`src/rtl/sequence_generator_if.sv`:
```
// Handshake/bus bundle for the serial pattern transmitter.
// The control side drives ena/start/num_zeros. The generator drives the serial bit, status and displays.
interface sequence_generator_if #(
    parameter int ZW = 4
);
    logic          ena;
    logic          start;
    logic [ZW-1:0] num_zeros;
    logic          sig_out;
    logic          busy;
    logic          frame_done;
    logic [6:0]    disp0;
    logic [6:0]    disp1;

    modport master (
        output ena, start, num_zeros,
        input  sig_out, busy, frame_done, disp0, disp1
    );

    modport slave (
        input  ena, start, num_zeros,
        output sig_out, busy, frame_done, disp0, disp1
    );
endinterface

```
`src/rtl/sequence_generator.sv`:
```
// Emits 0,1,[0 x N],1 frames one bit per enabled clock.
// Counts completed frames modulo 100 and shows the count on two active-low 7-segment digits.
//
// state   | meaning
// --------+-------------------------------------------------
// IDLE    | line parked at 1, waiting for start
// SEND_0  | leading 0 of the frame
// SEND_1A | first 1 of the frame
// SEND_Z  | middle zeros, zero counter counts down
// SEND_1B | closing 1; start here chains the next frame
module sequence_generator #(
    parameter int ZW = 4
) (
    input  logic          clk,
    input  logic          rst,
    sequence_generator_if.slave bus
);
    typedef enum logic [2:0] {
        IDLE    = 3'd0,
        SEND_0  = 3'd1,
        SEND_1A = 3'd2,
        SEND_Z  = 3'd3,
        SEND_1B = 3'd4
    } state_t;

    state_t        state, state_nxt;
    logic [ZW-1:0] zcnt, zcnt_nxt;
    logic          enter_1b;
    logic          sig_out_q, sig_out_nxt;
    logic          busy_q, busy_nxt;
    logic          frame_done_q;
    logic [3:0]    ones_q, tens_q;

    function automatic logic [6:0] seg7(input logic [3:0] d);
        logic [6:0] s;
        case (d)
            4'd0:    s = 7'b1000000;
            4'd1:    s = 7'b1111001;
            4'd2:    s = 7'b0100100;
            4'd3:    s = 7'b0110000;
            4'd4:    s = 7'b0011001;
            4'd5:    s = 7'b0010010;
            4'd6:    s = 7'b0000010;
            4'd7:    s = 7'b1111000;
            4'd8:    s = 7'b0000000;
            4'd9:    s = 7'b0011000;
            default: s = 7'b0000111;
        endcase
        return s;
    endfunction

    always_comb begin
        state_nxt = state;
        zcnt_nxt  = zcnt;
        enter_1b  = 1'b0;
        if (bus.ena) begin
            case (state)
                IDLE: begin
                    if (bus.start) begin
                        state_nxt = SEND_0;
                        zcnt_nxt  = bus.num_zeros;
                    end
                end
                SEND_0: state_nxt = SEND_1A;
                SEND_1A: begin
                    if (zcnt == '0) begin
                        state_nxt = SEND_1B;
                        enter_1b  = 1'b1;
                    end else begin
                        state_nxt = SEND_Z;
                    end
                end
                SEND_Z: begin
                    // Leaving when the counter reads 1 keeps exactly N cycles in this state.
                    if (zcnt <= ZW'(1)) begin
                        state_nxt = SEND_1B;
                        enter_1b  = 1'b1;
                    end
                    zcnt_nxt = (zcnt == '0) ? '0 : zcnt - ZW'(1);
                end
                SEND_1B: begin
                    if (bus.start) begin
                        state_nxt = SEND_0;
                        zcnt_nxt  = bus.num_zeros;
                    end else begin
                        state_nxt = IDLE;
                    end
                end
                default: state_nxt = IDLE;
            endcase
        end
    end

    always_comb begin
        sig_out_nxt = 1'b1;
        if (state_nxt == SEND_0 || state_nxt == SEND_Z)
            sig_out_nxt = 1'b0;
        busy_nxt = (state_nxt != IDLE);
    end

    always_ff @(posedge clk or posedge rst) begin
        if (rst) begin
            state        <= IDLE;
            zcnt         <= '0;
            sig_out_q    <= 1'b1;
            busy_q       <= 1'b0;
            frame_done_q <= 1'b0;
            ones_q       <= 4'd0;
            tens_q       <= 4'd0;
        end else begin
            state        <= state_nxt;
            zcnt         <= zcnt_nxt;
            sig_out_q    <= sig_out_nxt;
            busy_q       <= busy_nxt;
            // enter_1b is only ever set on enabled edges, so this clears on any edge.
            frame_done_q <= enter_1b;
            if (enter_1b) begin
                if (ones_q == 4'd9) begin
                    ones_q <= 4'd0;
                    tens_q <= (tens_q == 4'd9) ? 4'd0 : tens_q + 4'd1;
                end else begin
                    ones_q <= ones_q + 4'd1;
                end
            end
        end
    end

    assign bus.sig_out    = sig_out_q;
    assign bus.busy       = busy_q;
    assign bus.frame_done = frame_done_q;
    assign bus.disp0      = seg7(ones_q);
    assign bus.disp1      = seg7(tens_q);
endmodule

```
`src/flat_wrapper.sv`:
```
// flat-port wrapper written by rule: the top's interface ports become plain ports
module sequence_generator_flat 
#(
    parameter int ZW = 4
)
  (clk, rst, bus_ena, bus_start, bus_num_zeros, bus_sig_out, bus_busy, bus_frame_done, bus_disp0, bus_disp1);
  sequence_generator_if #(.ZW(ZW)) bus_i ();
  input  logic clk;
  input  logic rst;
  input wire logic [$bits(bus_i.ena)-1:0] bus_ena;
  input wire logic [$bits(bus_i.start)-1:0] bus_start;
  input wire logic [$bits(bus_i.num_zeros)-1:0] bus_num_zeros;
  output wire logic [$bits(bus_i.sig_out)-1:0] bus_sig_out;
  output wire logic [$bits(bus_i.busy)-1:0] bus_busy;
  output wire logic [$bits(bus_i.frame_done)-1:0] bus_frame_done;
  output wire logic [$bits(bus_i.disp0)-1:0] bus_disp0;
  output wire logic [$bits(bus_i.disp1)-1:0] bus_disp1;
  assign bus_i.ena = bus_ena;
  assign bus_i.start = bus_start;
  assign bus_i.num_zeros = bus_num_zeros;
  assign bus_sig_out = bus_i.sig_out;
  assign bus_busy = bus_i.busy;
  assign bus_frame_done = bus_i.frame_done;
  assign bus_disp0 = bus_i.disp0;
  assign bus_disp1 = bus_i.disp1;
  sequence_generator #(.ZW(ZW)) u_core (.clk(clk), .rst(rst), .bus(bus_i));
endmodule
```
`config.mk`:
```
export PLATFORM = sky130hd
export DESIGN_NAME = sequence_generator_flat
export DESIGN_NICKNAME = d
export VERILOG_FILES = /design/src/rtl/sequence_generator_if.sv /design/src/rtl/sequence_generator.sv /design/src/flat_wrapper.sv
export SDC_FILE = /design/constraint.sdc
export NUM_CORES = 1
export LEC_CHECK = 0
export BUFFER_PORTS_ARGS = -buffer_cell sky130_fd_sc_hd__buf_2
export CORE_UTILIZATION = 30
export DETAILED_ROUTE_END_ITERATION = 16
export PLACE_DENSITY_LB_ADDON = 0.25
export REMOVE_ABC_BUFFERS = 1
export SLEW_MARGIN = 10
export SYNTH_ARGS = -nofsm -noshare
export SYNTH_HDL_FRONTEND = slang
export SYNTH_SLANG_ARGS = --single-unit
```
`constraint.sdc`:
```
create_clock -name clk -period 1.98 [get_ports clk]
set_input_delay 0 -clock clk [delete_from_list [all_inputs] [get_ports clk]]
set_output_delay 0 -clock clk [all_outputs]
set_load 0.02 [all_outputs]
```
After elaboration in Yosys (flattened, before gate mapping). Memory sizes are Yosys's and may differ from the RTL's. Cells that the tools add are included.

Divide/modulo/power cells: 0. Shifts and indexed selects: 0. Bitwise gates (word level): 0. Order comparisons: 1. Reduce and logical (&&, ||, !) cells: 8. Multipliers: 0. $add $sub $neg: 3. Mux-type cells: 16. Eq/ne operators: 9.

Operators with widths (count): 4-bit two-way mux (4); 3-bit one-hot mux with 5 select lines (1); 3-bit two-way mux (4); 3-bit by 2-bit equality test with 1-bit output (second input constant) (3); 4-bit by 1-bit adder with 4-bit output (second input constant) (2); 4-bit equality test (second input constant) (2); 4-bit one-hot mux with 2 select lines (1); 3-bit by 1-bit equality test with 1-bit output (second input constant) (2); 1-bit two-way mux (5); 4-bit by 1-bit <= comparator with 1-bit output (second input constant) (1); 4-bit logical NOT (1); 4-bit by 1-bit subtractor with 4-bit output (second input constant) (1); 3-bit equality test (second input constant) (1); 3-bit logical NOT (1); 3-bit AND reduction (1); 3-bit nonzero test (1); 2-bit by 1-bit != test with 1-bit output (second input constant) (1); 1-bit one-hot mux with 2 select lines (1); 2-bit AND reduction (1); 2-bit nonzero test (1); 2-bit OR reduction (1); 1-bit logical OR (1).

Register bits: 18. Latch bits: 0. Bits of input ports: 8. Output and inout port bits: 17. ROM bits: 224. Memories kept: 2. Memory bits (writable): 0.

Memories: (no name shown) (depth 16, bits a word 7, read ports 1, clocked after Yosys merged registers in 0, write ports 0, RTL line sequence_generator.sv:36) `case (d)`; (no name shown) (depth 16, bits a word 7, read ports 1, clocked after Yosys merged registers in 0, write ports 0, RTL line sequence_generator.sv:36).

Depth between registers and ports, before layout.
Word-level depth: 7. Depth in mapped cells: 6. Gate-level depth less buffers: 6.

Worst setup path after synthesis. OpenSTA, ideal clock, no wires.

Path type: reg2reg. Start point: register u_core.zcnt[2]. End point: register u_core.tens_q[2]. Buffers on the path: 0. Required time: 1853 ps. Arrival time: 1440 ps. Setup time: 127 ps. Path slack: 413 ps. Stages on the path, launching flop included: 5. Cells stage by stage: dfrtp_1 or2_1 a2111oi_2 nand4_1 mux2_1.

Cells in the longest elaborated chain, start to end: 5.

RTL lines: start, declared (RTL line sequence_generator.sv:27) `logic [ZW-1:0] zcnt, zcnt_nxt;`; start signal, assigned (RTL line sequence_generator.sv:112) `zcnt <= zcnt_nxt;`; 4-bit by 1-bit <= comparator with 1-bit output / 4-bit logical NOT (equally long branches) (RTL line sequence_generator.sv:75, sequence_generator.sv:66); 1-bit two-way mux, on equally long branches (RTL line sequence_generator.sv:75, sequence_generator.sv:66); 1-bit one-hot mux with 2 select lines * (RTL line sequence_generator.sv:57) `case (state)`; 1-bit two-way mux * (RTL line sequence_generator.sv:56) `if (bus.ena) begin`; 2-bit AND reduction (no source line) *; end signal, assigned (RTL line sequence_generator.sv:120) `tens_q <= (tens_q == 4'd9) ? 4'd0 : tens_q + 4'd1;`; end, declared (RTL line sequence_generator.sv:32) `logic [3:0] ones_q, tens_q;`.

Mark *: on every way between the ends. The rest lies on a longest branch, timed or not. A chain may end at the register's enable or synchronous reset.

Worst setup path after layout.
Start point: register u_core.tens_q[1]. End point: output bus_disp1[3].

Cells in the longest elaborated chain, start to end: 1.

RTL lines: memory 16 x 7 bit; end, declared (RTL line flat_wrapper.sv:17) `output wire logic [$bits(bus_i.disp1)-1:0] bus_disp1;`.

Every way passes these cells.

==> metrics <==
status=finished clean; register bit count reported by yosys=18; GRT Residual Overflow=0; LEAKAGE=0.712 nW; vias in the first global route=1133; Placed Area=1460 sq um; Setup Viol. Count Final=0; Worst setup EP type=output port; Avg Cell Area, Syn=8.34 sq um; Final Hold Fails=0; row cnt=23; final core occ=37.7%; Cell Pwr Density=1610 nW/um^2; Vias/cell=5.09; RSZ-0062 raised after global routing=no; number of flops mapped to enable cells by yosys=0; Cells after Synth=157; CTS Buf Count=3; max-slew violations=0; prevailing post-synth register cell=dfrtp_1; post-CTS setup-driven buffer insertion count=0; CP Launch Type=register; Seq/Total Area, Yosys=34.5%; Die Width=68.1 um; Core Region=4090 sq um; Total Wirelength=2980 um; drt drc=0; DRT iter0 DRCs=44; commonest non-fill, non-tap cell in the layout=buf_2; DR vias=1180; Worst slew margin=52.4%; CTS tree=done; htree depth=1; initial core utilization=32.0%; Worst-Skew Late Latency=0.26 ns; first-pass GRT wire length=5100 um; Critical Path Slowest Stage Cell=dfrtp_1; deepest clock path buffer count=2; hpwl dp=2180 um; peak supply drop=0.582 mV; Final Cycle Share=88.4%; routability cong.=0.799; port buffer count=24; fraction of layout cells with a size suffix above 1=20.9%; commonest cells after routing, fill and taps aside=buf_2, nor2_1, dfrtp_1; Clk pin slew, worst setup/hold paths=0.07 ns; Synthesis Warnings=0; initial antenna violation count=0; # fillers=447; Die Ht=68.1 um; CP Cell Sequence=inv_1 > ha_1 > nor2_1 > mux2_2 > buf_2; crit path time final=1.75 ns; HP Class=in -> reg; clk_skew=0.00426 ns; max_cap viols=0; io pins=25; Pre-antenna DRT Iters=4; Async SR Flop Fraction=100%; full die area=4630 sq um; master cell of the clock root buffer=clkbuf_8; Netlist cell types=44; WL/cell=12.8 um; WP data required=1.98 ns; Worst Max-Slew Pin Slew=0.713 ns; CP max FO=9; design area=1540 sq um; Arr. time, crit path=1.75 ns; largest net degree at the start of global routing=19; synthesized cell area=1310 sq um; setup TNS=0 ns; critical path launch point=u_core.tens_q[1]$_DFFE_PP0P_; Inserted Diodes=0; total track usage=14.4%; fin nets=201; total chip power=0.00248 W; kind of cell adding the most delay to the critical path=flip-flops; Routed Antenna Nets=0; CTS Sinks=18; Crit path buffers/inverters=2; Max Fclk=572 MHz; max incr delay on CP=0.52 ns; HP Start=bus_num_zeros[0]; CP Class=reg -> out; Area growth syn-to-layout=17.6%; Worst R2R Start=u_core.ones_q[1]$_DFFE_PP0N_
==> worst min-delay path, delay by kind of cell <==
| family | cells | cell delay [ns] |
|---|---|---|
| buffers and inverters | 1 | 0.08 |
| AOI/OAI and AO/OA | 2 | 0.18 |
==> repair_timing <==
action	CTS	global route
hold buffers	2	0
hold endpoints to repair	18	0
gates resized for setup	0	0
==> state kept, by name, indices dropped and copies added (netlist names) <==
signal                 cells
u_core.state               3
u_core.ones_q              4
u_core.tens_q              4
u_core.bus.busy            1
u_core.bus.sig_out         1
u_core.zcnt                4
u_core.bus.frame_done      1
==> metal layers <==
| layer | routed length (um) | global-route usage, % |
|---|---|---|
| met5 | 0 | 0 |
| met4 | 36 | 5.47 |
| met3 | 93 | 1.67 |
| met2 | 1390 | 24.4 |
| met1 | 1460 | 18.7 |
==> Yosys cell counts, types with 2 or more instances <==
| library cell | instances | area, sq um |
|---|---|---|
| o22ai_1 | 3 | 18.8 |
| nand2_1 | 9 | 33.8 |
| mux2_2 | 2 | 22.5 |
| ha_1 | 10 | 125 |
| a21oi_1 | 16 | 80.1 |
| or3_1 | 2 | 12.5 |
| nand4_1 | 3 | 18.8 |
| nand3_1 | 5 | 25.0 |
| nor2_1 | 19 | 71.3 |
| inv_1 | 14 | 52.6 |
| mux2i_1 | 3 | 30.0 |
| nand2b_1 | 4 | 25.0 |
| o21a_1 | 2 | 15.0 |
| a31oi_1 | 3 | 18.8 |
| o211ai_1 | 2 | 15.0 |
| nor3_1 | 3 | 15.0 |
| o21ai_0 | 13 | 65.1 |
| dfrtp_1 | 17 | 425 |
| clkbuf_1 | 2 | 7.51 |
==> final timing paths <==
check,depth (start not counted),slack (ns),end
worst max-delay path,5,0.23,bus_disp1[3]
worst min-delay path,3,0.04,u_core.zcnt[0]$_DFFE_PP0P_
worst max register to register,6,0.27,u_core.tens_q[2]$_DFFE_PP0P_
worst min register to register,2,0.61,u_core.zcnt[3]$_DFFE_PP0P_
max in group asynchronous,3,1.13,u_core.ones_q[0]$_DFFE_PP0N_
min in group asynchronous,3,0.40,u_core.tens_q[2]$_DFFE_PP0P_
==> layout make-up <==
type                            count  area (sq um)  area share (%)
Timing Repair Buffer               27           148            9.59
Clock buffer                        4          55.1            3.58
Inverter                           15          56.3            3.66
Tap cell                           50          62.6            4.07
Multi-Input combinational cell    118           766            49.8
Sequential cell                    18           452            29.3
==> cells by family after synthesis <==
kind of cell / synth area share [%]
compound gates: 22.6
simple gates: 21.5
buf+inv: 6.98
flops: 34.5
mux: 4.88
fa+ha+maj: 9.56
==> through the flow <==
| stage | cells | hold slack [ns] | setup WS, ns |
|---|---|---|---|
| floorplan | 151 | -0.0622 | 0.413 |
| global placement | 226 | 0.140 | 0.333 |
| detailed placement | 226 | 0.159 | 0.274 |
| CTS | 232 | 0.0281 | 0.222 |
| global route | 232 | 0.0415 | 0.110 |
| finish | 232 | 0.0367 | 0.230 |
==> report_power, final <==
| part | total (W) | leakage [nW] | internal [W] | switching [W] |
|---|---|---|---|---|
| Combinational | 0.00139 | 0.460 | 0.000559 | 0.000830 |
| Clock | 0.000309 | 0.0288 | 0.000177 | 0.000132 |
| Sequential | 0.000782 | 0.223 | 0.000522 | 0.000260 |
Note: power is estimated with default switching activity, not from simulation.
